==> config.mk <==
export PLATFORM = sky130hd
export DESIGN_NAME = shift_add_mul_seq_flat
export DESIGN_NICKNAME = d
export VERILOG_FILES = /design/src/rtl/shift_add_mul_seq_if.sv /design/src/rtl/shift_add_mul_seq.sv /design/src/flat_wrapper.sv
export SDC_FILE = /design/constraint.sdc
export NUM_CORES = 1
export LEC_CHECK = 0
export CAP_MARGIN = 20
export CORE_AREA = 4 4 83 85
export CTS_CLUSTER_DIAMETER = 150
export DETAILED_ROUTE_END_ITERATION = 10
export DIE_AREA = 0 0 87 89
export PLACE_DENSITY_LB_ADDON = 0.15
export SKIP_LAST_GASP = 1
export SLEW_MARGIN = 15
export SYNTH_ARGS = -nofsm -noshare
export SYNTH_HDL_FRONTEND = slang
export SYNTH_SLANG_ARGS = --single-unit
export TNS_END_PERCENT = 5
==> constraint.sdc <==
create_clock -name clk_i -period 5.1 [get_ports clk_i]
set_clock_uncertainty 0.05 [all_clocks]
set_input_delay 1.02 -clock clk_i [delete_from_list [all_inputs] [get_ports clk_i]]
set_output_delay 1.02 -clock clk_i [all_outputs]
set_load 0.02 [all_outputs]
==> src/rtl/shift_add_mul_seq_if.sv <==
// shift_add_mul_seq_if: operand/product handshake bundle for the sequential multiplier
interface shift_add_mul_seq_if #(parameter int WIDTH = 4);
   logic               in_valid;
   logic               in_ready;
   logic [WIDTH-1:0]   a;
   logic [WIDTH-1:0]   b;
   logic               out_valid;
   logic               out_ready;
   logic [2*WIDTH-1:0] product;
   logic               busy;

   modport master (
      output in_valid, a, b, out_ready,
      input  in_ready, out_valid, product, busy
   );

   modport slave (
      input  in_valid, a, b, out_ready,
      output in_ready, out_valid, product, busy
   );
endinterface

==> src/rtl/shift_add_mul_seq.sv <==
// shift_add_mul_seq: unsigned multiplier retiring one multiplier bit per clock by shift and add
module shift_add_mul_seq #(
   parameter int WIDTH = 4
) (
   input  logic               clk_i,
   input  logic               rst_n_i,
   shift_add_mul_seq_if.slave bus
);
   localparam int PW = 2 * WIDTH;
   localparam int CW = $clog2(WIDTH) + 1;

   typedef enum logic [1:0] {IDLE, RUN, DONE} state_t;

   state_t           state_q, state_d;
   logic [PW-1:0]    mcand_q, mcand_d;
   logic [PW-1:0]    acc_q, acc_d;
   logic [PW-1:0]    prod_q, prod_d;
   logic [WIDTH-1:0] mplier_q, mplier_d;
   logic [CW-1:0]    cnt_q, cnt_d;
   logic [PW-1:0]    sum;
   logic             last;

   // Next state: accept in IDLE, one add/shift step per RUN cycle, wait for drain in DONE
   always_comb begin
      state_d  = state_q;
      mcand_d  = mcand_q;
      acc_d    = acc_q;
      prod_d   = prod_q;
      mplier_d = mplier_q;
      cnt_d    = cnt_q;
      sum      = mplier_q[0] ? acc_q + mcand_q : acc_q;
      last     = cnt_q == CW'(WIDTH - 1);
      case (state_q)
         IDLE: begin
            if (bus.in_valid) begin
               mcand_d  = PW'(bus.a);
               mplier_d = bus.b;
               acc_d    = '0;
               cnt_d    = '0;
               state_d  = RUN;
            end
         end
         RUN: begin
            acc_d    = sum;
            mcand_d  = mcand_q << 1;
            mplier_d = mplier_q >> 1;
            cnt_d    = cnt_q + CW'(1);
            if (last) begin
               prod_d  = sum;
               state_d = DONE;
            end
         end
         DONE: state_d = bus.out_ready ? IDLE : DONE;
         default: state_d = IDLE;
      endcase
   end

   // State and datapath registers; reset aborts any operation in flight
   always_ff @(posedge clk_i) begin
      if (!rst_n_i) begin
         state_q  <= IDLE;
         mcand_q  <= '0;
         acc_q    <= '0;
         prod_q   <= '0;
         mplier_q <= '0;
         cnt_q    <= '0;
      end else begin
         state_q  <= state_d;
         mcand_q  <= mcand_d;
         acc_q    <= acc_d;
         prod_q   <= prod_d;
         mplier_q <= mplier_d;
         cnt_q    <= cnt_d;
      end
   end

   assign bus.in_ready  = (state_q == IDLE) && rst_n_i;
   assign bus.out_valid = state_q == DONE;
   assign bus.busy      = state_q != IDLE;
   assign bus.product   = prod_q;
endmodule

==> src/flat_wrapper.sv <==
// flat-port wrapper written by rule: the top's interface ports become plain ports
module shift_add_mul_seq_flat 
#(
   parameter int WIDTH = 4
)
  (clk_i, rst_n_i, bus_in_valid, bus_a, bus_b, bus_out_ready, bus_in_ready, bus_out_valid, bus_product, bus_busy);
  shift_add_mul_seq_if #(.WIDTH(WIDTH)) bus_i ();
  input  logic clk_i;
  input  logic rst_n_i;
  input wire logic [$bits(bus_i.in_valid)-1:0] bus_in_valid;
  input wire logic [$bits(bus_i.a)-1:0] bus_a;
  input wire logic [$bits(bus_i.b)-1:0] bus_b;
  input wire logic [$bits(bus_i.out_ready)-1:0] bus_out_ready;
  output wire logic [$bits(bus_i.in_ready)-1:0] bus_in_ready;
  output wire logic [$bits(bus_i.out_valid)-1:0] bus_out_valid;
  output wire logic [$bits(bus_i.product)-1:0] bus_product;
  output wire logic [$bits(bus_i.busy)-1:0] bus_busy;
  assign bus_i.in_valid = bus_in_valid;
  assign bus_i.a = bus_a;
  assign bus_i.b = bus_b;
  assign bus_i.out_ready = bus_out_ready;
  assign bus_in_ready = bus_i.in_ready;
  assign bus_out_valid = bus_i.out_valid;
  assign bus_product = bus_i.product;
  assign bus_busy = bus_i.busy;
  shift_add_mul_seq #(.WIDTH(WIDTH)) u_core (.clk_i(clk_i), .rst_n_i(rst_n_i), .bus(bus_i));
endmodule
Word-level counts from Yosys, hierarchy flattened
Cells that the tools add are included.
Word-level totals
  register bits after elaboration: 33
  output and inout port bits: 11
  logic and storage cells: 33
Operators by class
  add/subtract/negate cells: 2
  eq/ne operators: 5
  multiplexer cells: 13
  reduce and logical (&&, ||, !) cells: 7
Operators with widths (number)
  $pmux W8 S2: 2
  $mux W8: 3
  $add A8 B8 Y8: 1
  $pmux W4 S2: 1
  $mux W2: 3
  $pmux W2 S3: 1
  $pmux W3 S2: 1
  $reduce_and A2 Y1: 3
  $mux W4: 1
  $reduce_bool A2 Y1: 2
  $add A3 B1 Y3 const B: 1
  $eq A3 B2 Y1 const B: 1
  $mux W3: 1
  $eq A2 B1 Y1 const B: 1
  $eq A2 B2 Y1 const B: 1
  $logic_not A2 Y1: 1
  $ne A2 B1 Y1 const B: 1
  $ne A2 B2 Y1 const B: 1
  $logic_and A1 B1 Y1: 1

Logic depth before layout (Yosys ltp)
  word-level depth: 3
  depth in mapped cells: 8
  depth with buffers taken out: 8

Least setup slack after synthesis
OpenSTA, ideal clock, no wires.
  path type: input to output
  start: in rst_n_i
  end: out bus_in_ready
  arrival time: 2.041 ns
  data required time: 4.030 ns
  setup slack: 1.989 ns
  cell stages on the path: 4
  cell sequence: clkbuf_1 -> clkinv_1 -> clkbuf_1 -> nor2_1
Between the ends
  word-level cells in the longest chain between the ends: 1
RTL lines
  start, declared: line flat_wrapper.sv:9  | input logic rst_n_i;
  $logic_and A1 B1 Y1: line shift_add_mul_seq.sv:77  | assign bus.in_ready = (state_q == IDLE) && rst_n_i;
  end, declared: line flat_wrapper.sv:14  | output wire logic [$bits(bus_i.in_ready)-1:0] bus_in_ready;
Every way passes these cells.

Final worst setup path
Same ends and word-level chain as after synthesis.

==> metrics.yaml <==
critical_path:
  cp-end-kind: "output port"
  reg2reg_setup_slack_ps: 2530
  cp_max_fo: 19
  worstPathRequired_ps: 4030
  cp.arrival_ps: 2720
  critical_path_class: "input pin to output port"
  critPathLaunchType: "input pin"
detailed_routing:
  viasPerCell: 4.87
  dr.first_iter.drc_count: 55
  antenna_left: 0
  wl_per_cell_um: 13.7
  routed_wl_um: 4040
  vias: 1432
  first_pass_iters: 4
  post-route-drc-count: 0
global_route:
  antenna_found_initial: 0
  grt_first_pass_wirelength_um: 6570
  grt_pass1_vias: 1339
  grt_max_degree: 21
  grt_overflow: 0
  grt_usage: 0.111
clock_network:
  clk_pin_slew_ps: 60
  hold_buffers: 0
  clock_sinks: 33
  h-tree-depth: 2
  post_cts_buffers: 0
  cts_tree: "yes"
  clockBufferDepth: 2
  clk-insertion-delay-late_ps: 280
  cts.repair.resized: 0
  cts_buffers: 5
  root_buffer: "clkbuf_8"
placement:
  hpwl_um: 2840
  placed_cells: 286
  port_buffers: 22
  place_congestion: 0.795
synthesis:
  synthArstFlopShare: 0
  synth_warnings: 0
  synth.net_count: 219
  seq_area_frac_synth: 0.391
  synthCells: 197
  synth_edf_count: 0
  synth_flop_cell: "dfxtp_1"
  synth_area_um2: 1690
  synth_area_per_cell_um2: 8.57
  synth_cell_types: 40
  ys_seq_elements: 33
sta:
  report.final.hold_viol_count: 0
  fin_crit_sh: 0.744
  finalSetupTns_ps: 0
  drv_slew: 0
  worst_slew_pin_slew_ps: 651
  setup_viol: 0
  max_slew_margin: 0.565
  post-route-min-period_ps: 3790
  rsz0062_at_grt: "no"
  max_freq_mhz: 264
finish:
  antenna_cells: 0
  finalNetCount: 238
  fin_cells: 294
  syn_to_final_growth_pct: 20.7
  drive_above_1_share: 0.0829
die:
  core_area_um2: 6200
  rows: 29
  die_area_um2: 7740
  start_util: 0.272
  fp.dieH_um: 89
  die_w_um: 87
  io_pins: 23
min_path:
  hp-class: "flop to flop"
run:
  maxCapViolations: 0
pwr:
  leakage_nw: 0.759
  powerDensity_nw_per_um2: 259
  ir_drop_uv: 113
run_status:
  run_status: "completed"
[final timing paths]
kind	from	cells past startpoint	endpoint
setup / recovery	rst_n_i	6	bus_in_ready
hold reg to reg	u_core.bus.product[1]	2	u_core.bus.product[1]
setup reg to reg	u_core.state_q[0]	5	u_core.bus.product[6]
hold / removal	u_core.bus.product[1]	2	u_core.bus.product[1]
[per-stage QoR]
step	setup slack [ps]	instance area, um2	utilization	hold slack, ps	power [W]
final	1310	2040	0.328	408	0.000528
after global routing	1220	2040	0.328	447	0.000558
after detailed placement	1300	1960	0.315	405	0.000345
after floorplan	1990	1690	-	404	0.000322
after CTS	1290	2040	0.328	415	0.000537
after global placement	1300	1960	0.315	408	0.000345
[cell families (layout without fill, tap and decap cells)]
group / Yosys count / after routing / synth area share
XOR/XNOR: 4 / 4 / 0.0208
multiplexers: 3 / 3 / 0.0178
adder cells (fa/ha/maj): 10 / 10 / 0.0786
buffers and inverters: 21 / 41 / 0.0571
flip-flops: 33 / 33 / 0.391
AND/OR/NAND/NOR: 67 / 67 / 0.192
AO/OA/AOI/OAI: 59 / 59 / 0.242
[per-layer routing]
layer | wire [um] | up-vias | share of wire | track usage
li1 | - | 743 | - | -
met1 | 2010 | 666 | 0.50 | 0.149
met2 | 1820 | 18 | 0.45 | 0.168
met3 | 158 | 5 | 0.039 | 0.0295
met4 | 52 | 0 | 0.013 | 0.0482
met5 | 0 | - | 0 | 0
[synth_stat cells (all sizes together), types with 3 or more instances]
library cell / count / area [um2]
nor2: 26 / 97.6
or2: 3 / 18.8
a211oi: 4 / 30.0
nand2: 11 / 41.3
dfxtp: 33 / 661
mux2i: 3 / 30.0
nor2b: 10 / 65.1
o221a: 6 / 67.6
a22oi: 6 / 45.0
o211ai: 3 / 22.5
a21oi: 18 / 90.1
o21ai: 9 / 45.0
buf: 6 / 40.0
inv: 8 / 30.0
clkbuf: 6 / 22.5
nand2b: 4 / 25.0
nand3: 6 / 30.0
ha: 9 / 113
[cells in the final DEF, fill, tap and decap left out, types with 2 or more instances in the layout]
master           count
clkdlybuf4s50_1     22
a31oi_1              2
or3_1                2
nand3_1              6
or2_2                3
o22ai_1              2
dfxtp_1             33
nor2_1              26
o21ai_0              9
ha_1                 9
clkbuf_8             5
nand2_1             11
a21oi_1             18
clkbuf_1             3
a211oi_1             4
xnor2_1              2
mux2i_1              3
a32oi_1              2
a22oi_1              6
nor2b_1              9
and2_1               2
inv_1                8
buf_4                2
nand2b_1             4
o211ai_1             3
o221a_2              6
xor2_1               2
[registers in the layout, summed over array words and instances, names as in the netlist]
signal,count
u_core.bus.product,8
u_core.state_q,2
u_core.cnt_q,3
u_core.mcand_q,8
u_core.acc_q,8
u_core.mplier_q,4
[layout make-up]
type                            count  area [um2]
Fill cell                         658        4170
Multi-Input combinational cell    143         931
Sequential cell                    33         661
Timing Repair Buffer               24         235
Tap cell                           77        96.3
Clock buffer                        8        80.1
Inverter                            9        33.8
[critical path, cell delays in order]
cell             delay [ps]
clkdlybuf4s50_1         460
buf_4                   220
clkinv_1                 80
buf_4                   210
nor2_1                  110
clkdlybuf4s50_1         600
[power by group]
part / switching (W) / internal (W)
sequential: 0.0000113 / 0.000265
clock: 0.0000921 / 0.0000970
combinational: 0.0000319 / 0.0000300
total: 0.000135 / 0.000392
Note: power is estimated with default switching activity, not from simulation.
